==> src/rtl/sme_host.sv <==
// Host-side driver for the string-matching engine: buffers a string and a
// pattern, replays them byte-serially, then reports the engine's result.
module sme_host #(
    parameter int STR_MAX = 32,
    parameter int PAT_MAX = 8,
    parameter int TIMEOUT = 64
) (
    input  logic       clk_i,
    input  logic       reset_i,
    input  logic       wr_en_i,
    input  logic       wr_sel_i,
    input  logic [4:0] wr_addr_i,
    input  logic [7:0] wr_data_i,
    input  logic [5:0] str_len_i,
    input  logic [3:0] pat_len_i,
    input  logic       send_str_i,
    input  logic       start_i,
    output logic       busy_o,
    output logic [7:0] chardata_o,
    output logic       isstring_o,
    output logic       ispattern_o,
    input  logic       valid_i,
    input  logic       match_i,
    input  logic [4:0] match_index_i,
    output logic       done_o,
    output logic       res_match_o,
    output logic [4:0] res_index_o,
    output logic       timeout_o
);

    localparam int SAW = $clog2(STR_MAX);
    localparam int PAW = $clog2(PAT_MAX);

    typedef enum logic [2:0] {
        S_IDLE,
        S_STR,
        S_PAT,
        S_WAIT,
        S_DONE
    } state_t;

    state_t     state_q;
    logic [7:0] sbuf_q [STR_MAX];
    logic [7:0] pbuf_q [PAT_MAX];
    logic [5:0] idx_q;
    logic [5:0] slen_q;
    logic [3:0] plen_q;
    logic [7:0] wcnt_q;
    logic       str_sent_q;
    logic       busy_q;
    logic       isstring_q;
    logic       ispattern_q;
    logic [7:0] chardata_q;
    logic       done_q;
    logic       res_match_q;
    logic [4:0] res_index_q;
    logic       timeout_q;

    logic       wr_ok;
    logic [5:0] slen_d;
    logic [3:0] plen_d;
    logic [7:0] sbyte0;
    logic [7:0] pbyte0;

    // Byte 0 is read on the launch edge, so a coincident write must bypass
    always_comb begin
        wr_ok  = wr_en_i && !busy_q;
        slen_d = str_len_i;
        if (str_len_i == 6'd0 || str_len_i > 6'(STR_MAX))
            slen_d = 6'(STR_MAX);
        plen_d = pat_len_i;
        if (pat_len_i == 4'd0 || pat_len_i > 4'(PAT_MAX))
            plen_d = 4'(PAT_MAX);
        sbyte0 = sbuf_q[0];
        if (wr_ok && !wr_sel_i && wr_addr_i[SAW-1:0] == '0)
            sbyte0 = wr_data_i;
        pbyte0 = pbuf_q[0];
        if (wr_ok && wr_sel_i && wr_addr_i[PAW-1:0] == '0)
            pbyte0 = wr_data_i;
    end

    always_ff @(posedge clk_i) begin
        if (wr_ok) begin
            if (wr_sel_i)
                pbuf_q[wr_addr_i[PAW-1:0]] <= wr_data_i;
            else
                sbuf_q[wr_addr_i[SAW-1:0]] <= wr_data_i;
        end
    end

    always_ff @(posedge clk_i) begin
        if (reset_i) begin
            state_q     <= S_IDLE;
            idx_q       <= '0;
            slen_q      <= '0;
            plen_q      <= '0;
            wcnt_q      <= '0;
            str_sent_q  <= 1'b0;
            busy_q      <= 1'b0;
            isstring_q  <= 1'b0;
            ispattern_q <= 1'b0;
            chardata_q  <= '0;
            done_q      <= 1'b0;
            res_match_q <= 1'b0;
            res_index_q <= '0;
            timeout_q   <= 1'b0;
        end else begin
            done_q <= 1'b0;
            unique case (state_q)
                S_IDLE: begin
                    if (start_i) begin
                        slen_q <= slen_d;
                        plen_q <= plen_d;
                        busy_q <= 1'b1;
                        idx_q  <= 6'd1;
                        if (send_str_i || !str_sent_q) begin
                            state_q    <= S_STR;
                            isstring_q <= 1'b1;
                            chardata_q <= sbyte0;
                        end else begin
                            state_q     <= S_PAT;
                            ispattern_q <= 1'b1;
                            chardata_q  <= pbyte0;
                        end
                    end
                end
                S_STR: begin
                    if (idx_q == slen_q) begin
                        state_q     <= S_PAT;
                        isstring_q  <= 1'b0;
                        ispattern_q <= 1'b1;
                        chardata_q  <= pbuf_q[0];
                        idx_q       <= 6'd1;
                        str_sent_q  <= 1'b1;
                    end else begin
                        chardata_q <= sbuf_q[idx_q[SAW-1:0]];
                        idx_q      <= idx_q + 6'd1;
                    end
                end
                S_PAT: begin
                    if (idx_q == {2'b00, plen_q}) begin
                        state_q     <= S_WAIT;
                        ispattern_q <= 1'b0;
                        chardata_q  <= '0;
                        idx_q       <= '0;
                        wcnt_q      <= '0;
                    end else begin
                        chardata_q <= pbuf_q[idx_q[PAW-1:0]];
                        idx_q      <= idx_q + 6'd1;
                    end
                end
                S_WAIT: begin
                    if (valid_i) begin
                        state_q     <= S_DONE;
                        done_q      <= 1'b1;
                        res_match_q <= match_i;
                        res_index_q <= match_index_i;
                        timeout_q   <= 1'b0;
                    end else if (wcnt_q == 8'(TIMEOUT - 1)) begin
                        state_q     <= S_DONE;
                        done_q      <= 1'b1;
                        res_match_q <= 1'b0;
                        res_index_q <= '0;
                        timeout_q   <= 1'b1;
                    end else if (wcnt_q != 8'hFF) begin
                        wcnt_q <= wcnt_q + 8'd1;
                    end
                end
                S_DONE: begin
                    state_q <= S_IDLE;
                    busy_q  <= 1'b0;
                    idx_q   <= '0;
                end
                default: begin
                    state_q <= S_IDLE;
                    busy_q  <= 1'b0;
                end
            endcase
        end
    end

    assign busy_o      = busy_q;
    assign chardata_o  = chardata_q;
    assign isstring_o  = isstring_q;
    assign ispattern_o = ispattern_q;
    assign done_o      = done_q;
    assign res_match_o = res_match_q;
    assign res_index_o = res_index_q;
    assign timeout_o   = timeout_q;

endmodule

==> config.mk <==
export PLATFORM = sky130hd
export DESIGN_NAME = sme_host
export DESIGN_NICKNAME = d
export VERILOG_FILES = /design/src/rtl/sme_host.sv
export SDC_FILE = /design/constraint.sdc
export NUM_CORES = 1
export LEC_CHECK = 0
export BUFFER_PORTS_ARGS = -buffer_cell sky130_fd_sc_hd__buf_2
export CORE_ASPECT_RATIO = 0.9
export CORE_MARGIN = 5
export CORE_UTILIZATION = 45
export DETAILED_ROUTE_END_ITERATION = 10
export HOLD_SLACK_MARGIN = 0.12
export PLACE_DENSITY_LB_ADDON = 0.3
export SLEW_MARGIN = 30
export SYNTH_ARGS = -nofsm -noshare
export SYNTH_HDL_FRONTEND = slang
export SYNTH_SLANG_ARGS = --single-unit
==> constraint.sdc <==
create_clock -name clk_i -period 2.95 [get_ports clk_i]
set_input_delay 0.295 -clock clk_i [delete_from_list [all_inputs] [get_ports clk_i]]
set_output_delay 0.295 -clock clk_i [all_outputs]
set_load 0.05 [all_outputs]
# After elaboration in Yosys (flattened, before gate mapping)
# Memory sizes are Yosys's and may differ from the RTL's. A register that Yosys moved wholly into a read port is not among the register bits.
# Cells that the tools add are included.
# totals
ramBits	320
memories	2
elab_cells	126
ff_bits	47
# op_classes
mux	54
n_eq_ne	17
addsub	2
magnitude_cmp	2
n_reduce_logical	33
n_bitwise	2
# memory_table
memory	depth	word_bits	rd	rd_ports_with_merged_regs	write_ports	line	rtl
sbuf_q	32	8	2	1	1	43	logic [7:0] sbuf_q [STR_MAX];
pbuf_q	8	8	2	1	1	44	logic [7:0] pbuf_q [PAT_MAX];
# op_table
operator	n
8-bit two-way mux	10
6-bit two-way mux	4
6-bit one-hot mux with 4 select lines	1
8-bit one-hot mux with 3 select lines	1
3-bit two-way mux	7
1-bit two-way mux	20
5-bit two-way mux	4
2-bit != test (second input constant)	8
8-bit one-hot mux with 2 select lines	1
3-bit one-hot mux with 4 select lines	1
2-bit AND reduction	6
5-bit AND reduction	2
8-bit by 1-bit adder with 8-bit output (second input constant)	1
8-bit by 6-bit == test with 1-bit output (second input constant)	1
8-bit != test (second input constant)	1
4-bit AND reduction	2
6-bit by 1-bit adder with 6-bit output (second input constant)	1
3-bit by 2-bit == test with 1-bit output (second input constant)	2
6-bit by 4-bit == test with 1-bit output	1
6-bit == test	1
6-bit greater-than comparator (second input constant)	1
3-bit zero test	2
6-bit zero test	1
2-bit nonzero test	3
18 further kinds	28

# Longest topological paths before layout
# Gate-level depths: netlist of run 1.
# depth
ltp_word	8
ltp_mapped	8
ltp_nobuf	5

# Worst setup path after synthesis of run 1
# No wires, ideal clock.
# synth_timing
path_type	reg-to-reg
startpoint	reg busy_q, in the netlist busy_o
endpoint	mem sbuf_q[10][0] (enable)
slack_ns	0.990
period_less_slack_ns	1.960
path_stages_with_launch	4
setup_time_ns	0.370
t_arrival_ns	1.590
cell_sequence	dfxtp_1 -> nor3b_1 -> nand2_1 -> nor2_1
# synth_between
elab_chain_cells	4
# synth_rtl
element	line	rtl
start, declared	50	logic busy_q;
start signal, assigned	99	busy_q <= 1'b0;
start signal, assigned	114	busy_q <= 1'b1;
start signal, assigned	171	busy_q <= 1'b0;
1-bit zero test	67	wr_ok = wr_en_i && !busy_q;
1-bit logical AND	67	
1-bit two-way mux	83	if (wr_ok) begin
1-bit two-way mux (not written as such)	87	sbuf_q[wr_addr_i[SAW-1:0]] <= wr_data_i;
end, declared	43	
# No other way between the ends.

==> results_dict.tcl, run 1 <==
set metrics [dict create \
    cts_resized 0 \
    critPathKind "reg -> reg" \
    p_per_area_mw_per_mm2 737 \
    drt_wl_total_mm 34.5 \
    overflow 0 \
    final_max_slew_viol_count 0 \
    fillers 2693 \
    nets 1084 \
    grt_use_total 0.184 \
    cellLeakagePower_nw 5.79 \
    max_slew_margin 0.424 \
    htree_levels 2 \
    synth_ff_type "edfxtp_1" \
    globalplace.congestion 0.823 \
    yosys_warnings 0 \
    yosys.cell_types.count 54 \
    cap_viol_max_count 0 \
    clock_path_buffers 3 \
    synth_top_area_share 0.633 \
    ys_seq_area_frac 0.702 \
    ir_drop_uv 329 \
    layout_common_cells "edfxtp_1 (320), nor2_1 (75), buf_4 (57), buf_2 (54), mux2i_1 (52)" \
    ant_nets 0 \
    syn_avg_cell_area_um2 16.3 \
    die-area_mm2 0.0375 \
    status "finished, final reports clean" \
    routedWlPerCell_um 23.1 \
    grt_pass1_wl_mm 52.4 \
    rsz0062_at_grt "no" \
    core_area_mm2 0.0331 \
    place_inst 1420 \
    grt_pass1_vias 8578 \
    post_cts_buffers 0 \
    vias 8686 \
    layout_commonest_cell "edfxtp_1" \
    setup_violations 0 \
    clockRootBuffer "clkbuf_16" \
    area_growth_pct 15.2 \
    layout_min_cycle_time_ns 2.39 \
    detail_route.vias_per_cell 5.81 \
    syn_nets 969 \
    num_rows 63 \
    drt_drc_violations_left 0 \
    initial_core_util 0.458 \
    portBuffers 54 \
    arrival_ns 2.84 \
    die_w_um 204 \
    final.setup.tns_ns 0 \
    crit_path_start_kind "flip-flop" \
    crit_fanout 31 \
    dpl.hpwl_mm 22.9 \
    tightest_slew_ns 0.860 \
    fin_crit_sh 0.810 \
    syn_area_mm2 0.0152 \
    die_h_um 184 \
    insertion_delay_ns 0.52 \
    fmax_mhz 418 \
    synth_cells 931 \
    finalInstanceArea_mm2 0.0175 \
    io_pins 55 \
    required_ns 3.40 \
    synth_seq_cells 372 \
    endpoint_kind "flip-flop" \
    final_cells 1496 \
    timing.final.hold_violations 0 \
    grt_max_degree 41 \
    synth-edff-count 320 \
    fin_worst_skew_ns 0.0181 \
    hold_path.class "in -> reg" \
    synthTopCellsByArea "edfxtp_1 (63%), mux4_2 (7.1%), dfxtp_1 (6.9%)" \
    fin_util 0.528 \
    antenna-diode-count 0 \
    drtPass1Iterations 5 \
    cts_sinks 372 \
    cts_buffers 39 \
    cts_tree "built" \
    clk_pin_slew_worst_paths_ns 0.06 \
    async_flop_share 0 \
    antenna_found_initial 1 \
    drive_gt1_frac 0.252 \
    placed_area_mm2 0.0162 \
    first_iter_violations 701 \
    synth_top_cell_by_area "edfxtp_1" \
]
[layer usage]
layer / GRT usage / share of wire / vias to the layer above
met4: 0.0383 / 0.016 / 0
met3: 0.0403 / 0.068 / 42
met5: 0 / 0 / -
li1: - / - / 3940
met2: 0.299 / 0.47 / 277
met1: 0.258 / 0.44 / 4427
[final cells by class]
cell class | instances | area (um^2) | area share
clock buffers | 50 | 1070 | 0.0612
inverters | 6 | 22.5 | 0.00129
well taps | 422 | 528 | 0.0302
clock inverters | 19 | 97.6 | 0.00559
repair buffers | 122 | 848 | 0.0486
flip-flops and latches | 372 | 10700 | 0.610
multi-input cells | 505 | 4250 | 0.243
[Yosys cell counts, types with 2 or more instances]
master	instances
edfxtp_1	320
nor2_1	75
dfxtp_1	52
mux2i_1	52
mux4_2	48
mux2_2	40
a21oi_1	32
o21ai_0	26
o22ai_1	24
nand2_1	23
buf_2	17
a22o_1	16
clkbuf_1	15
and3_1	13
nand4_1	12
nand3_1	11
nor3b_1	11
a211o_1	9
a211oi_1	9
nand2b_1	9
nor2b_1	9
a221oi_1	8
xnor2_1	8
xor2_1	8
buf_4	7
a22oi_1	6
buf_1	6
inv_1	6
nor3_1	6
or4_1	6
nand3b_1	5
o31ai_1	5
a21boi_1	4
buf_6	3
nor3_2	3
o21a_1	3
a31o_1	2
and4_1	2
ha_1	2
nand4b_1	2
or3_1	2
or3b_2	2
[timing repair]
action                                  4_1_cts  5_1_grt
endpoints found under the setup margin        0        0
hold buffers                                  7        0
endpoints found under the hold margin         9        0
[per-stage QoR]
stage / power (W) / setup WS [ns] / hold slack, ns
after floorplan: 0.00783 / 0.990 / 0.394
after global placement: 0.00848 / 0.632 / 0.452
after detailed placement: 0.00851 / 0.602 / 0.455
after CTS: 0.0130 / 0.583 / 0.137
after global routing: 0.0134 / 0.241 / 0.182
final: 0.0129 / 0.559 / 0.163
[power by group]
part / switching, W / leakage [nW] / internal, W
registers: 0.000167 / 3.31 / 0.00586
logic: 0.00138 / 1.91 / 0.000976
clock network: 0.00194 / 0.583 / 0.00256
[sequential cells by signal (all words and copies together), names as in the netlist, named ones only]
| signal | cells |
|---|---|
| done_o | 1 |
| plen_q | 4 |
| res_index_o | 5 |
| busy_o | 1 |
| res_match_o | 1 |
| timeout_o | 1 |
| slen_q | 6 |
| chardata_o | 8 |
| sbuf_q | 256 |
| idx_q | 6 |
| ispattern_o | 1 |
| str_sent_q | 1 |
| isstring_o | 1 |
| pbuf_q | 64 |
| state_q | 3 |
| wcnt_q | 8 |
[cells by family after synthesis]
logic type / count (synthesis) / share of synthesized area
adder cells (fa/ha/maj): 2 / 0.00165
flip-flops: 372 / 0.702
buffers and inverters: 54 / 0.0180
multiplexers: 140 / 0.135
AND/OR/NAND/NOR: 194 / 0.0667
XOR/XNOR: 16 / 0.00924
AO/OA/AOI/OAI: 153 / 0.0672
[critical path: stages (launching register included)]
cell and delay [ns]:
dfxtp_2 0.34, buf_4 0.45, nor2_1 0.28, a22o_1 0.26, o21ai_0 0.47, nand4_1 0.29, a21oi_1 0.20
[final timing paths]
path	startpoint	to	cells past startpoint	slack [ns]
hold / removal	str_len_i[5]	slen_q[0]	4	0.16
hold reg to reg	timeout_o	timeout_o	2	0.47
setup reg to reg	flip-flop	chardata_o[4]	6	0.56
setup / recovery	flip-flop	chardata_o[4]	6	0.56
Note: power is estimated with default switching activity, not from simulation.
==> run 2, diff against run 1 <==
==> constraint.sdc (replaced) <==
create_clock -name clk_i -period 2.1 [get_ports clk_i]
set_input_delay 0.21 -clock clk_i [delete_from_list [all_inputs] [get_ports clk_i]]
set_output_delay 0.21 -clock clk_i [all_outputs]
set_load 0.05 [all_outputs]
==> run 2 against run 1 <==
Effect of this change: register-to-register slack lost 0.46 ns; fmax rose by 20%; highest routed layer unchanged; sequential power grew 40%; final cell count up 3.2%; first-iteration DRC count grew 24%; global-route usage is 0.77 points higher; critical endpoint is now chardata_o[6]; sequential share of layout area decreased by 2.1 points; critical path depth increased by 1; count of clock-buffer cells in the layout down 2; die area did not move; clock skew increased by 0.0020 ns; combinational power is 60% higher.
==> results_dict.tcl, run 2 (synthesis results as in run 1) <==
set metrics [dict create \
    status "finished, final reports clean" \
    top_layer_used "met4" \
    tightest_slew_ns 0.835 \
    whs_path_depth 4 \
    cts_sinks 372 \
    antenna-diode-count 0 \
    fin_util 0.546 \
    place_ws_ns 0.0248 \
    timing.rr.end "chardata_o[6]" \
    wl_met1_mm 15.7 \
    rrSetupSlack_ns 0.10 \
    die-area_mm2 0.0375 \
    grt_use_total 0.191 \
    critPathKind "reg -> reg" \
    grt_pass1_vias 8957 \
    clk_pin_slew_worst_paths_ns 0.07 \
    final_max_slew_viol_count 0 \
    layout_common_cells "edfxtp_1 (320), buf_4 (80), nor2_1 (75), buf_2 (54), mux2i_1 (52)" \
    htree_levels 2 \
    max_slew_margin 0.441 \
    rsz0062_at_grt "no" \
    fillers 2645 \
    arrival_ns 2.41 \
    io_pins 55 \
    place_inst 1448 \
    vias 8914 \
    timing.final.hold_violations 0 \
    die_w_um 204 \
    grt_max_degree 45 \
    layout_commonest_cell "edfxtp_1" \
    first_iter_violations 868 \
    fin_worst_skew_ns 0.0201 \
    dr_wl_met2_mm 16.4 \
    cts_tree "built" \
    insertion_delay_ns 0.53 \
    hold_path.class "in -> reg" \
    antenna_found_initial 1 \
    setup_violations 0 \
    core_area_mm2 0.0331 \
    required_ns 2.51 \
    drt_drc_violations_left 0 \
    post_cts_buffers 0 \
    cts_buffers 39 \
    endpoint_kind "flip-flop" \
    p_per_area_mw_per_mm2 1060 \
    total_power_w 0.0192 \
    holdPathEnd "slen_q[2]" \
    globalplace.congestion 0.826 \
    crit_fanout 19 \
    ir_drop_uv 564 \
    routedWlPerCell_um 23.4 \
    grt_pass1_wl_mm 54.4 \
    cellLeakagePower_nw 6.09 \
    initial_core_util 0.458 \
    clockRootBuffer "clkbuf_16" \
    largest_reg_flops 256 \
    nets 1130 \
    drtPass1Iterations 6 \
    detail_route.vias_per_cell 5.77 \
    hp-start "str_len_i[2]" \
    final.setup.tns_ns 0 \
    cap_viol_max_count 0 \
    layout_min_cycle_time_ns 2.00 \
    drive_gt1_frac 0.268 \
    crit_path_start_kind "flip-flop" \
    final_cells 1544 \
    wl_met3_mm 3.17 \
    overflow 0 \
    post-route-worst-setup-slack_ns 0.103 \
    num_rows 63 \
    fmax_mhz 501 \
    die_h_um 184 \
    clock_path_buffers 3 \
    dpl.hpwl_mm 23.9 \
    drt_wl_total_mm 36.2 \
    reg2regPathDepth 7 \
    area_growth_pct 19.2 \
    fin_crit_sh 0.951 \
    portBuffers 54 \
    ant_nets 0 \
]
==> run 2: cell count changes in the layout (fill, tap and decap cells not counted), moves of 2 or more <==
| cell | delta |
|---|---|
| buf_4 | +23 |
| dlygate4sd3_1 | +17 |
| bufinv_16 | +5 |
| buf_12 | +4 |
| o21ai_0 | -3 |
| clkbuf_16 | +2 |
| clkbuf_8 | -2 |
| clkinv_1 | +2 |
| clkinv_2 | -2 |
| o21ai_1 | +2 |
==> run 2: per-layer routing <==
layer / GRT usage / vias to the layer above
li1: - / 4033
met1: 0.271 / 4476
met2: 0.303 / 346
met3: 0.0471 / 59
met4: 0.0472 / 0
met5: 0 / -
==> run 2: critical path, cell delays in order, from the launching register on <==
cell and delay, ns:
dfxtp_4 0.41, buf_12 0.18, buf_16 0.19, mux4_2 0.52, mux2i_1 0.18, a21oi_1 0.12
nand4_1 0.17, a21oi_1 0.09
==> run 2: layout make-up <==
type / instances / area [um^2] / share of cell area
Tap cell: 422 / 528 / 0.0292
Timing Repair Buffer: 168 / 1320 / 0.0732
Sequential cell: 372 / 10700 / 0.589
Multi-Input combinational cell: 505 / 4250 / 0.235
Clock buffer: 48 / 1060 / 0.0587
Inverter: 6 / 22.5 / 0.00125
Clock inverter: 23 / 236 / 0.0131
==> run 2: report_power, final <==
group          switching, W  internal, W  total, W
sequential         0.000211      0.00824   0.00845
clock               0.00273      0.00420   0.00694
combinational       0.00211      0.00167   0.00378
==> run 2: what timing repair did <==
action | in CTS | in global routing
resized for setup | 0 | 6
hold endpoints to repair | 70 | 0
hold buffers | 24 | 0
setup endpoints to repair | 0 | 5
==> run 2: per-stage QoR <==
| step | instance area [um^2] | hold WS, ns |
|---|---|---|
| after global routing | 18100 | 0.154 |
| after detailed placement | 16500 | 0.452 |
| after global placement | 16500 | 0.448 |
| after CTS | 18000 | 0.125 |
| after floorplan | 15200 | 0.309 |
| final | 18100 | 0.143 |
==> run 2: worst max path at each step <==
stage | endpoint | slack (ns)
floorplan | sbuf_q[10][0] | 0.14
global placement | chardata_o[4] | 0.06
detailed placement | chardata_o[4] | 0.02
CTS | chardata_o[4] | 0.008
global route | chardata_o[7] | 0.02
finish | chardata_o[6] | 0.10
==> run 3, diff against run 2 <==
--- a/config.mk
+++ b/config.mk
@@ -7,11 +7,10 @@
 export LEC_CHECK = 0
 export BUFFER_PORTS_ARGS = -buffer_cell sky130_fd_sc_hd__buf_2
 export CORE_ASPECT_RATIO = 0.9
-export CORE_MARGIN = 5
+export CORE_MARGIN = 8
 export CORE_UTILIZATION = 45
 export DETAILED_ROUTE_END_ITERATION = 10
 export HOLD_SLACK_MARGIN = 0.12
-export PLACE_DENSITY_LB_ADDON = 0.3
 export SLEW_MARGIN = 30
 export SYNTH_ARGS = -nofsm -noshare
 export SYNTH_HDL_FRONTEND = slang
==> run 3 against run 2 <==
Effect of this change: non-clock buffer count is 2 higher; clock skew is 0.0024 ns lower; critical path type unchanged; largest power group unchanged; worst hold slack improved by 0.0047 ns.
==> results_dict.tcl, run 3 (synthesis results as in run 1) <==
set metrics [dict create \
    final.setup.tns_ns 0 \
    status "finished, final reports clean" \
    layout_commonest_cell "edfxtp_1" \
    globalplace.congestion 0.828 \
    rsz0062_at_grt "no" \
    rrSetupSlack_ns 0.12 \
    drive_gt1_frac 0.271 \
    layout_common_cells "edfxtp_1 (320), buf_4 (85), nor2_1 (75), buf_2 (54), mux2i_1 (52)" \
    multi_input_area_mm2 0.00426 \
    ant_nets 0 \
    overflow 0 \
    clkPwrFrac 0.352 \
    drtPass1Iterations 5 \
    timing.final.hold_violations 0 \
    fillers 2698 \
    nets 1133 \
    max_slew_margin 0.621 \
    post_cts_buffers 0 \
    fin_worst_hold_slack_ns 0.148 \
    cts_tree "built" \
    fin_crit_sh 0.943 \
    clk_pin_slew_worst_paths_ns 0.06 \
    routedWlPerCell_um 24.4 \
    clockRootBuffer "clkbuf_16" \
    crit_path_start_kind "flip-flop" \
    seq_area_mm2 0.0107 \
    dpl.hpwl_mm 25.2 \
    first_iter_violations 933 \
    grt_pass1_wl_mm 56.6 \
    largest_reg_flops 256 \
    whs_path_depth 1 \
    insertion_delay_ns 0.53 \
    timing.rr.end "chardata_o[3]" \
    grt_use_total 0.188 \
    clock_path_buffers 3 \
    p_per_area_mw_per_mm2 1050 \
    setup_violations 0 \
    hp-start "wr_data_i[4]" \
    intPower_w 0.0137 \
    antenna-diode-count 0 \
    htree_levels 2 \
    endpoint_kind "flip-flop" \
    finalInstanceArea_mm2 0.0180 \
    hold_path.class "in -> reg" \
    initial_core_util 0.458 \
    die_h_um 190 \
    die-area_mm2 0.0399 \
    place_inst 1451 \
    pwr-share-seq 0.451 \
    detail_route.vias_per_cell 5.83 \
    switchingPower_w 0.00511 \
    cap_viol_max_count 0 \
    holdPathEnd "sbuf_q[0][4]" \
    cellLeakagePower_nw 6.03 \
    ir_drop_uv 615 \
    portBuffers 54 \
    core_area_mm2 0.0331 \
    tightest_slew_ns 0.567 \
    area_growth_pct 18.4 \
    critPathKind "reg -> reg" \
    num_rows 63 \
    io_pins 55 \
    layout_min_cycle_time_ns 1.98 \
    fmax_mhz 505 \
    reg2regPathDepth 7 \
    fin_worst_skew_ns 0.0177 \
    grt_max_degree 44 \
    final_max_slew_viol_count 0 \
    placed_area_mm2 0.0165 \
    die_w_um 210 \
    antenna_found_initial 2 \
    vias 8990 \
    power_frac_comb 0.198 \
    required_ns 2.56 \
    arrival_ns 2.44 \
    grt_pass1_vias 9056 \
    drt_wl_total_mm 37.6 \
    cts_sinks 372 \
    final_cells 1542 \
    cts_buffers 40 \
    swShare 0.272 \
    crit_fanout 11 \
    drt_drc_violations_left 0 \
]
run 3: layer usage:
metal,GRT usage,up-vias,wire [um]
li1,-,4029,-
met2,0.279,332,16500
met1,0.274,4562,17100
met4,0.0607,0,962
met5,0,-,0
met3,0.0406,67,3030
run 3: repair_timing:
| item | in CTS | in global routing |
|---|---|---|
| gates resized for setup | 1 | 6 |
| setup endpoints to repair | 1 | 8 |
| hold buffers | 24 | 0 |
| hold endpoints to repair | 53 | 0 |
| gates cloned | 0 | 0 |
| pin swaps | 0 | 0 |
run 3: layout make-up:
class                           count  share of cell area
Tap cell                          422              0.0294
Timing Repair Buffer              170              0.0713
Inverter                            6             0.00125
Clock inverter                     16             0.00759
Clock buffer                       51              0.0598
Multi-Input combinational cell    505               0.237
Sequential cell                   372               0.593
run 3: worst max path at each step:
stage	end	slack (ns)
2_1_floorplan	sbuf_q[10][0]	0.14
3_3_place_gp	chardata_o[2]	-0.03
3_5_place_dp	chardata_o[2]	-0.08
4_1_cts	chardata_o[3]	0.02
5_1_grt	chardata_o[3]	0.02
6_report	chardata_o[3]	0.12
run 3: power by group through the flow:
stage                     logic [W]  registers [W]  clock network, W
after floorplan             0.00223        0.00878                 0
after global placement      0.00360        0.00860                 0
after detailed placement    0.00364        0.00860                 0
after CTS                   0.00369        0.00845           0.00672
after global routing        0.00402        0.00848           0.00700
final                       0.00371        0.00846           0.00660
run 3: critical path, stage by stage (launching register included):
cell and delay (ns):
dfxtp_2 0.37, buf_12 0.16, buf_4 0.23, nor2_1 0.17
a22o_1 0.27, o21ai_1 0.28, nand4_1 0.23, a21oi_1 0.19
run 3: metrics by stage:
| step | worst slack [ns] | util | total power [W] |
|---|---|---|---|
| after detailed placement | -0.0821 | 0.498 | 0.0122 |
| after CTS | 0.0159 | 0.542 | 0.0189 |
| after global routing | 0.0165 | 0.542 | 0.0195 |
| final | 0.119 | 0.542 | 0.0188 |
| after global placement | -0.0341 | 0.498 | 0.0122 |
| after floorplan | 0.140 | - | 0.0110 |
